--- src/rtl/div_issue_ctrl_pkg.sv ---
// Shared definitions for the divider issue controller: op encodings, FSM states, defaults.
package div_issue_ctrl_pkg;

   localparam int unsigned XLEN_DEF = 32;

   // bit1 = unsigned, bit0 = remainder
   localparam logic [1:0] DIV_OP_DIV  = 2'b00;
   localparam logic [1:0] DIV_OP_MOD  = 2'b01;
   localparam logic [1:0] DIV_OP_DIVU = 2'b10;
   localparam logic [1:0] DIV_OP_MODU = 2'b11;

   localparam logic [2:0] ST_IDLE  = 3'd0;
   localparam logic [2:0] ST_ISSUE = 3'd1;
   localparam logic [2:0] ST_WAIT  = 3'd2;
   localparam logic [2:0] ST_DRAIN = 3'd3;
   localparam logic [2:0] ST_HOLD  = 3'd4;

   function automatic logic op_is_signed(input logic [1:0] op);
      return !op[1];
   endfunction

   function automatic logic op_is_mod(input logic [1:0] op);
      return op[0];
   endfunction

endpackage

--- src/rtl/div_issue_ctrl_if.sv ---
// Upstream op handshake, divider port and downstream result handshake for div_issue_ctrl.
interface div_issue_ctrl_if
   import div_issue_ctrl_pkg::*;
#(
   parameter int unsigned XLEN = XLEN_DEF
);
   logic            flush;
   logic            in_valid;
   logic            in_ready;
   logic [1:0]      in_op;
   logic [XLEN-1:0] in_src1;
   logic [XLEN-1:0] in_src2;

   logic            div_start;
   logic            div_signed;
   logic [XLEN-1:0] div_dividend;
   logic [XLEN-1:0] div_divisor;
   logic            div_busy;
   logic            div_done;
   logic            div_dz;
   logic [XLEN-1:0] div_quotient;
   logic [XLEN-1:0] div_remainder;

   logic            out_valid;
   logic            out_ready;
   logic [XLEN-1:0] out_result;
   logic            out_dz;

   // Controller side
   modport slave (
      input  flush, in_valid, in_op, in_src1, in_src2,
      output in_ready,
      output div_start, div_signed, div_dividend, div_divisor,
      input  div_busy, div_done, div_dz, div_quotient, div_remainder,
      output out_valid, out_result, out_dz,
      input  out_ready
   );

   // Pipeline / divider side
   modport master (
      output flush, in_valid, in_op, in_src1, in_src2,
      input  in_ready,
      input  div_start, div_signed, div_dividend, div_divisor,
      output div_busy, div_done, div_dz, div_quotient, div_remainder,
      input  out_valid, out_result, out_dz,
      output out_ready
   );

endinterface

--- src/rtl/div_issue_ctrl.sv ---
// EX-stage initiator for the multi-cycle divider: issues one op, waits, holds the result
// until accepted, and drains an in-flight division after a flush.
module div_issue_ctrl
   import div_issue_ctrl_pkg::*;
#(
   parameter int unsigned XLEN = XLEN_DEF
) (
   input  logic            clk,
   input  logic            resetn,
   div_issue_ctrl_if.slave bus
);

   logic [2:0]      state_q, state_d;
   logic            signed_q;
   logic            mod_q;
   logic [XLEN-1:0] src1_q;
   logic [XLEN-1:0] src2_q;
   logic [XLEN-1:0] result_q;
   logic            dz_q;

   logic            accept;
   logic            load_res;

   // The divider cannot be aborted, so busy is never consulted: DRAIN simply waits for done.
   logic            unused_busy;
   assign unused_busy = bus.div_busy;

   assign bus.in_ready = !bus.flush &&
                         ((state_q == ST_IDLE) || ((state_q == ST_HOLD) && bus.out_ready));
   assign accept       = bus.in_valid && bus.in_ready;
   assign load_res     = (state_q == ST_WAIT) && bus.div_done && !bus.flush;

   always_comb begin
      state_d = state_q;
      case (state_q)
         ST_IDLE:  if (accept) state_d = ST_ISSUE;
         ST_ISSUE: state_d = bus.flush ? ST_IDLE : ST_WAIT;
         ST_WAIT: begin
            if (bus.div_done)   state_d = bus.flush ? ST_IDLE : ST_HOLD;
            else if (bus.flush) state_d = ST_DRAIN;
         end
         ST_HOLD: begin
            if (bus.flush)          state_d = ST_IDLE;
            else if (bus.out_ready) state_d = accept ? ST_ISSUE : ST_IDLE;
         end
         ST_DRAIN: if (bus.div_done) state_d = ST_IDLE;
         default:  state_d = ST_IDLE;
      endcase
   end

   always_ff @(posedge clk or negedge resetn) begin
      if (!resetn) begin
         state_q  <= ST_IDLE;
         signed_q <= 1'b0;
         mod_q    <= 1'b0;
         src1_q   <= '0;
         src2_q   <= '0;
         result_q <= '0;
         dz_q     <= 1'b0;
      end else begin
         state_q <= state_d;
         if (accept) begin
            signed_q <= op_is_signed(bus.in_op);
            mod_q    <= op_is_mod(bus.in_op);
            src1_q   <= bus.in_src1;
            src2_q   <= bus.in_src2;
         end
         if (load_res) begin
            result_q <= mod_q ? bus.div_remainder : bus.div_quotient;
            dz_q     <= bus.div_dz;
         end
      end
   end

   // A flush in ISSUE suppresses the start so nothing needs draining.
   assign bus.div_start    = (state_q == ST_ISSUE) && !bus.flush;
   assign bus.div_signed   = signed_q;
   assign bus.div_dividend = src1_q;
   assign bus.div_divisor  = src2_q;
   assign bus.out_valid    = (state_q == ST_HOLD);
   assign bus.out_result   = result_q;
   assign bus.out_dz       = dz_q;

endmodule

--- src/flat_wrapper.sv ---
// flat-port wrapper written by rule: the top's interface ports become plain ports
module div_issue_ctrl_flat import div_issue_ctrl_pkg::*;
#(
   parameter int unsigned XLEN = XLEN_DEF
)
  (clk, resetn, bus_flush, bus_in_valid, bus_in_op, bus_in_src1, bus_in_src2, bus_in_ready, bus_div_start, bus_div_signed, bus_div_dividend, bus_div_divisor, bus_div_busy, bus_div_done, bus_div_dz, bus_div_quotient, bus_div_remainder, bus_out_valid, bus_out_result, bus_out_dz, bus_out_ready);
  div_issue_ctrl_if #(.XLEN(XLEN)) bus_i ();
  input  logic clk;
  input  logic resetn;
  input wire logic [$bits(bus_i.flush)-1:0] bus_flush;
  input wire logic [$bits(bus_i.in_valid)-1:0] bus_in_valid;
  input wire logic [$bits(bus_i.in_op)-1:0] bus_in_op;
  input wire logic [$bits(bus_i.in_src1)-1:0] bus_in_src1;
  input wire logic [$bits(bus_i.in_src2)-1:0] bus_in_src2;
  output wire logic [$bits(bus_i.in_ready)-1:0] bus_in_ready;
  output wire logic [$bits(bus_i.div_start)-1:0] bus_div_start;
  output wire logic [$bits(bus_i.div_signed)-1:0] bus_div_signed;
  output wire logic [$bits(bus_i.div_dividend)-1:0] bus_div_dividend;
  output wire logic [$bits(bus_i.div_divisor)-1:0] bus_div_divisor;
  input wire logic [$bits(bus_i.div_busy)-1:0] bus_div_busy;
  input wire logic [$bits(bus_i.div_done)-1:0] bus_div_done;
  input wire logic [$bits(bus_i.div_dz)-1:0] bus_div_dz;
  input wire logic [$bits(bus_i.div_quotient)-1:0] bus_div_quotient;
  input wire logic [$bits(bus_i.div_remainder)-1:0] bus_div_remainder;
  output wire logic [$bits(bus_i.out_valid)-1:0] bus_out_valid;
  output wire logic [$bits(bus_i.out_result)-1:0] bus_out_result;
  output wire logic [$bits(bus_i.out_dz)-1:0] bus_out_dz;
  input wire logic [$bits(bus_i.out_ready)-1:0] bus_out_ready;
  assign bus_i.flush = bus_flush;
  assign bus_i.in_valid = bus_in_valid;
  assign bus_i.in_op = bus_in_op;
  assign bus_i.in_src1 = bus_in_src1;
  assign bus_i.in_src2 = bus_in_src2;
  assign bus_in_ready = bus_i.in_ready;
  assign bus_div_start = bus_i.div_start;
  assign bus_div_signed = bus_i.div_signed;
  assign bus_div_dividend = bus_i.div_dividend;
  assign bus_div_divisor = bus_i.div_divisor;
  assign bus_i.div_busy = bus_div_busy;
  assign bus_i.div_done = bus_div_done;
  assign bus_i.div_dz = bus_div_dz;
  assign bus_i.div_quotient = bus_div_quotient;
  assign bus_i.div_remainder = bus_div_remainder;
  assign bus_out_valid = bus_i.out_valid;
  assign bus_out_result = bus_i.out_result;
  assign bus_out_dz = bus_i.out_dz;
  assign bus_i.out_ready = bus_out_ready;
  div_issue_ctrl #(.XLEN(XLEN)) u_core (.clk(clk), .resetn(resetn), .bus(bus_i));
endmodule
--- config.mk ---
export PLATFORM = sky130hd
export DESIGN_NAME = div_issue_ctrl_flat
export DESIGN_NICKNAME = d
export VERILOG_FILES = /design/src/rtl/div_issue_ctrl_pkg.sv /design/src/rtl/div_issue_ctrl_if.sv /design/src/rtl/div_issue_ctrl.sv /design/src/flat_wrapper.sv
export SDC_FILE = /design/constraint.sdc
export NUM_CORES = 1
export LEC_CHECK = 0
export BUFFER_PORTS_ARGS = -buffer_cell sky130_fd_sc_hd__buf_2
export CAP_MARGIN = 20
export CORE_MARGIN = 3
export CORE_UTILIZATION = 45
export CTS_CLUSTER_DIAMETER = 100
export DETAILED_ROUTE_END_ITERATION = 10
export PLACE_DENSITY = 0.79
export SLEW_MARGIN = 40
export SYNTH_ARGS = -nofsm -noshare
export SYNTH_HDL_FRONTEND = slang
export SYNTH_SLANG_ARGS = --single-unit
--- constraint.sdc ---
create_clock -name clk -period 2.4 [get_ports clk]
set_clock_uncertainty 0.05 [all_clocks]
set_input_delay 0.48 -clock clk [delete_from_list [all_inputs] [get_ports clk]]
set_output_delay 0.48 -clock clk [all_outputs]
set_load 0.005 [all_outputs]
# [Yosys cells after proc, flatten, opt, wreduce, memory -nomap -nowiden]
# Cells that the tools add are included.
[totals] regBits=102 in_bits=138 out_inout_bits=101 elab_cells=37
[op_classes] eq_ne=8 n_mux=11 n_reduce_logical=11
[op_table] cell="$mux W32" n=1
[op_table] cell="$mux W3" n=7
[op_table] cell="$pmux W3 S5" n=1
[op_table] cell="$eq A3 B2 Y1 const B" n=2
[op_table] cell="$logic_and A1 B1 Y1" n=6
[op_table] cell="$reduce_and A4 Y1" n=1
[op_table] cell="$eq A3 B1 Y1 const B" n=1
[op_table] cell="$eq A3 B3 Y1 const B" n=1
[op_table] cell="$logic_not A3 Y1" n=1
[op_table] cell="$ne A3 B2 Y1 const B" n=1
[op_table] cell="$ne A3 B3 Y1 const B" n=1
[op_table] cell="$logic_not A1 Y1" n=2
[op_table] cell="$mux W2" n=1
[op_table] cell="$ne A2 B1 Y1 const B" n=1
[op_table] cell="$ne A2 B2 Y1 const B" n=1
[op_table] cell="$logic_or A1 B1 Y1" n=1
[op_table] cell="$mux W1" n=1

# [Longest topological paths before layout]
[depth] ltp_word=9 mapped_depth=6 ltp_nobuf=3

# [Worst setup path before layout]
# Ideal clock, no wire load.
[synth_timing] path_kind="input to register" from="input bus_flush" to="register u_core.src1_q[10], in the netlist u_core.bus.div_dividend[10]" setup_ns=0.125 t_arrival_ns=1.544 required_ns=2.225 path_slack_ns=0.681 path_stages=6 path_buffers=3 cell_sequence="clkbuf_1 nor4b_2 nand2_1 buf_6 buf_6 mux2_4"
[synth_via] elab_chain_cells=3
[synth_rtl] item="start, declared" line="flat_wrapper.sv:10" rtl="input wire logic [$bits(bus_i.flush)-1:0] bus_flush;"
[synth_rtl] item="$logic_not A1 Y1" line="div_issue_ctrl.sv:28" rtl="assign bus.in_ready = !bus.flush &&"
[synth_rtl] item="$logic_and A1 B1 Y1" line="div_issue_ctrl.sv:28"
[synth_rtl] item="$logic_and A1 B1 Y1" line="div_issue_ctrl.sv:30" rtl="assign accept = bus.in_valid && bus.in_ready;"
[synth_rtl] item="end signal, assigned" line="div_issue_ctrl.sv:65" rtl="src1_q <= bus.in_src1;"
[synth_rtl] item="end, declared" line="div_issue_ctrl.sv:16" rtl="logic [XLEN-1:0] src1_q;"
# Every way passes these cells.
# A chain may end at the register's enable or synchronous reset.

# [Worst setup path after layout]
[layout_timing] from="register u_core.state_q[2]" to="output bus_in_ready"
[layout_via] elab_chain_cells=4 elab_cells_between_ends=5 classes_between="eq/ne (1); reduce/logical (4)"
[layout_rtl] item="start, declared" line="div_issue_ctrl.sv:13" rtl="logic [2:0] state_q, state_d;"
[layout_rtl] item="start signal, assigned" line="div_issue_ctrl.sv:61" rtl="state_q <= state_d;"
[layout_rtl] item="$eq A3 B3 Y1" line="div_issue_ctrl.sv:29" rtl="((state_q == ST_IDLE) || ((state_q == ST_HOLD) && bus.out_ready));"
[layout_rtl] item="$logic_and A1 B1 Y1" line="div_issue_ctrl.sv:29"
[layout_rtl] item="$logic_or A1 B1 Y1 (*)" line="div_issue_ctrl.sv:29"
[layout_rtl] item="$logic_and A1 B1 Y1 (*)" line="div_issue_ctrl.sv:28"
[layout_rtl] item="end, declared" line="flat_wrapper.sv:15" rtl="output wire logic [$bits(bus_i.in_ready)-1:0] bus_in_ready;"
# Mark *: on every way between the ends. The rest lies on a longest branch, timed or not.

==> summary.md <==
| Metric | Value |
|---|---|
| Period utilization | `81.2%` |
| Height of the die | `105 um` |
| Share of cells above drive strength 1 | `76.6%` |
| Setup crit end kind | `primary output` |
| Routed vias | `3,050` |
| Met3 wire len | `785 um` |
| I/O Buffers | `237` |
| Top layer in use | `met4` |
| Cell Area, Placed | `5710 um^2` |
| Final #Nets | `646` |
| CTS Buf Count | `9` |
| Post-synthesis sequential area ratio | `58.4%` |
| RD Place Congestion | `0.777` |
| Max Fanout on Critical Path | `6` |
| Worst-Skew Late Latency | `0.34 ns` |
| Largest net degree at the start of global routing | `58` |
| Yosys top cell area share | `58.4%` |
| CTS tree | `done` |
| Max cap viols | `0` |
| P per Cell Area | `968 nW/um^2` |
| Worst rel slew slack | `72.1%` |
| Vias in the first global route | `3,329` |
| Setup Buffers After CTS | `0` |
| Syn. warnings | `0` |
| Final-report max-slew violation count | `0` |
| Final hold violation count | `0` |
| CTS sink cnt | `102` |
| Cell area after synthesis | `4370 um^2` |
| Remaining DRCs | `0` |
| DIE AREA | `10,900 um^2` |
| DP HPWL | `7720 um` |
| H-tree depth | `3` |
| Clock root cell | `clkbuf_8` |
| Placed cell count | `625` |
| Post-route cell area | `5900 um^2` |
| Mapped Nets | `406` |
| Slowest CP cell | `dfrtp_1` |
| Worst hold slack | `0.242 ns` |
| Drt initial violations | `100` |
| Arrival time of the worst setup path | `1.42 ns` |
| Area Growth Syn to Fin | `35.0%` |
| Initial core utilization | `46.9%` |
| FMAX | `513 MHz` |
| Slowest stage delay, CP | `0.45 ns` |
| Total Power | `5.71 mW` |
| Diode count | `0` |
| Drt total wl | `9940 um` |
| Total GRT Usage | `18.2%` |
| Post-Route M1 WL | `3950 um` |
| Via density | `4.75` |
| Min-Delay Path Class | `input port to flop` |
| WL per Instance | `15.5 um` |
| Bufs on Longest Clock Path | `2` |
| Die X | `105 um` |
| Post-Syn Area per Cell | `16.3 um^2` |
| Setup violators final | `0` |
| First-pass GRT wire length | `16,200 um` |
| Crit Path Category | `flop to primary output` |
| Antenna violations before repair | `0` |
| CP startpoint kind | `flop` |
| Slew @ Worst Pin | `0.419 ns` |
| Status | `complete, no violations` |
| Met2 wire length | `5120 um` |
| First-pass DRT Iterations | `4` |
| Grt ovf | `0` |
| Static Leak | `3.04 nW` |
| RSZ-0062 raised after global routing | `no` |
| Min Clock Period, post-route | `1.95 ns` |
| Post-synth cell types | `21` |
| Synth Instances | `268` |
| Setup TNS | `0 ns` |
| FF+latch count, synth | `102` |
| IO Pins | `239` |
| Final instance count without filler cells | `642` |
| Critical Path RT | `1.87 ns` |
| Synth area leader | `dfrtp_1` |
| Clock transition at path regs | `0.10 ns` |
| Critical-path cell list | `nand2b_1 > nor4b_1 > buf_2` |
| Placement row count | `35` |
| Antenna Nets Post-Route | `0` |
| Maximum vdd ir drop | `459 uV` |
| Core Area | `9330 um^2` |
| Top cells by area, synth | `dfrtp_1, mux2_2, mux2_4, buf_6, buf_2` |
-- state kept, by name, indices dropped and copies added, names as in the netlist --
signal	count
u_core.bus.div_signed	1
u_core.bus.div_dividend	32
u_core.bus.out_dz	1
u_core.mod_q	1
u_core.state_q	3
u_core.bus.div_divisor	32
u_core.bus.out_result	32
-- layer usage --
| layer | up-vias | track usage (%) |
|---|---|---|
| met5 | - | 0 |
| met4 | 0 | 5.22 |
| met3 | 8 | 5.00 |
| met2 | 149 | 32.0 |
| met1 | 1464 | 21.8 |
| li1 | 1429 | - |
-- critical path: cells and delay by family (launching register included) --
family                 cells  cell delay (ns)
DFF                        1             0.45
and+or+nand+nor            2             0.46
buffers and inverters      1             0.17
-- cell usage in the layout (no fill, tap or decap), drive strengths merged --
cell	Yosys	layout
inv	2	4
buf	12	245
nor4b	3	3
nand2b	1	1
a21oi	1	1
clkbuf	5	10
o21ai	1	1
clkinv	0	1
nor3b	3	3
o21a	1	1
dfrtp	102	102
clkinvlp	0	3
nand2	2	2
mux2	130	130
mux2i	1	1
nor2	1	1
nand3b	1	1
dlygate4sd3	0	1
nor3	2	2
-- power breakdown --
| group | internal (mW) | switching, mW |
|---|---|---|
| Clock | 0.394 | 0.605 |
| Combinational | 1.27 | 0.758 |
| Sequential | 2.36 | 0.317 |
-- path summary, 6_finish.rpt --
| kind | start | cells past startpoint | slack (ns) | end |
|---|---|---|---|---|
| worst max-delay path | u_core.state_q[2] | 3 | 0.45 | bus_in_ready |
| max in group asynchronous | resetn | 3 | 1.18 | u_core.bus.out_result[16] |
| worst min-delay path | bus_in_op[1] | 2 | 0.24 | u_core.bus.div_signed |
| min in group asynchronous | resetn | 2 | 0.49 | u_core.bus.div_dividend[8] |
| worst min register to register | u_core.bus.out_result[17] | 1 | 0.46 | u_core.bus.out_result[17] |
| worst max register to register | u_core.state_q[0] | 4 | 0.55 | u_core.bus.div_dividend[15] |
-- what timing repair did --
| action | CTS | global route |
|---|---|---|
| resized for setup | 0 | 0 |
| hold buffers | 1 | 0 |
| endpoints found under the hold margin | 21 | 0 |
| endpoints found under the setup margin | 0 | 0 |
-- cell usage after synthesis, drive strengths merged --
cell / n
buf: 12
nand2: 2
nand3b: 1
clkbuf: 5
o21a: 1
mux2i: 1
nor2: 1
a21oi: 1
nor3: 2
mux2: 130
nor3b: 3
dfrtp: 102
inv: 2
o21ai: 1
nor4b: 3
nand2b: 1
-- kinds of logic (layout without fill, tap and decap cells) --
family / Yosys count / after routing / synth area share, %
compound gates: 3 / 3 / 0.401
buf+inv: 19 / 264 / 2.72
flops: 102 / 102 / 58.4
mux: 131 / 131 / 36.3
simple gates: 13 / 13 / 2.18
-- per-stage QoR --
step	utilization, %	worst slack (ns)
after global placement	61.2	0.491
after global routing	63.2	0.310
after detailed placement	61.2	0.458
final	63.2	0.450
after floorplan	-	0.681
after CTS	63.2	0.402
-- area by class of cell --
type / instances / area, um^2
Fill cell: 733 / 3430
Sequential cell: 102 / 2550
Multi-Input combinational cell: 147 / 1710
Timing Repair Buffer: 246 / 1280
Tap cell: 129 / 161
Clock buffer: 10 / 128
Clock inverter: 6 / 53.8
Inverter: 2 / 7.51
(Power assumes the default switching activity.)
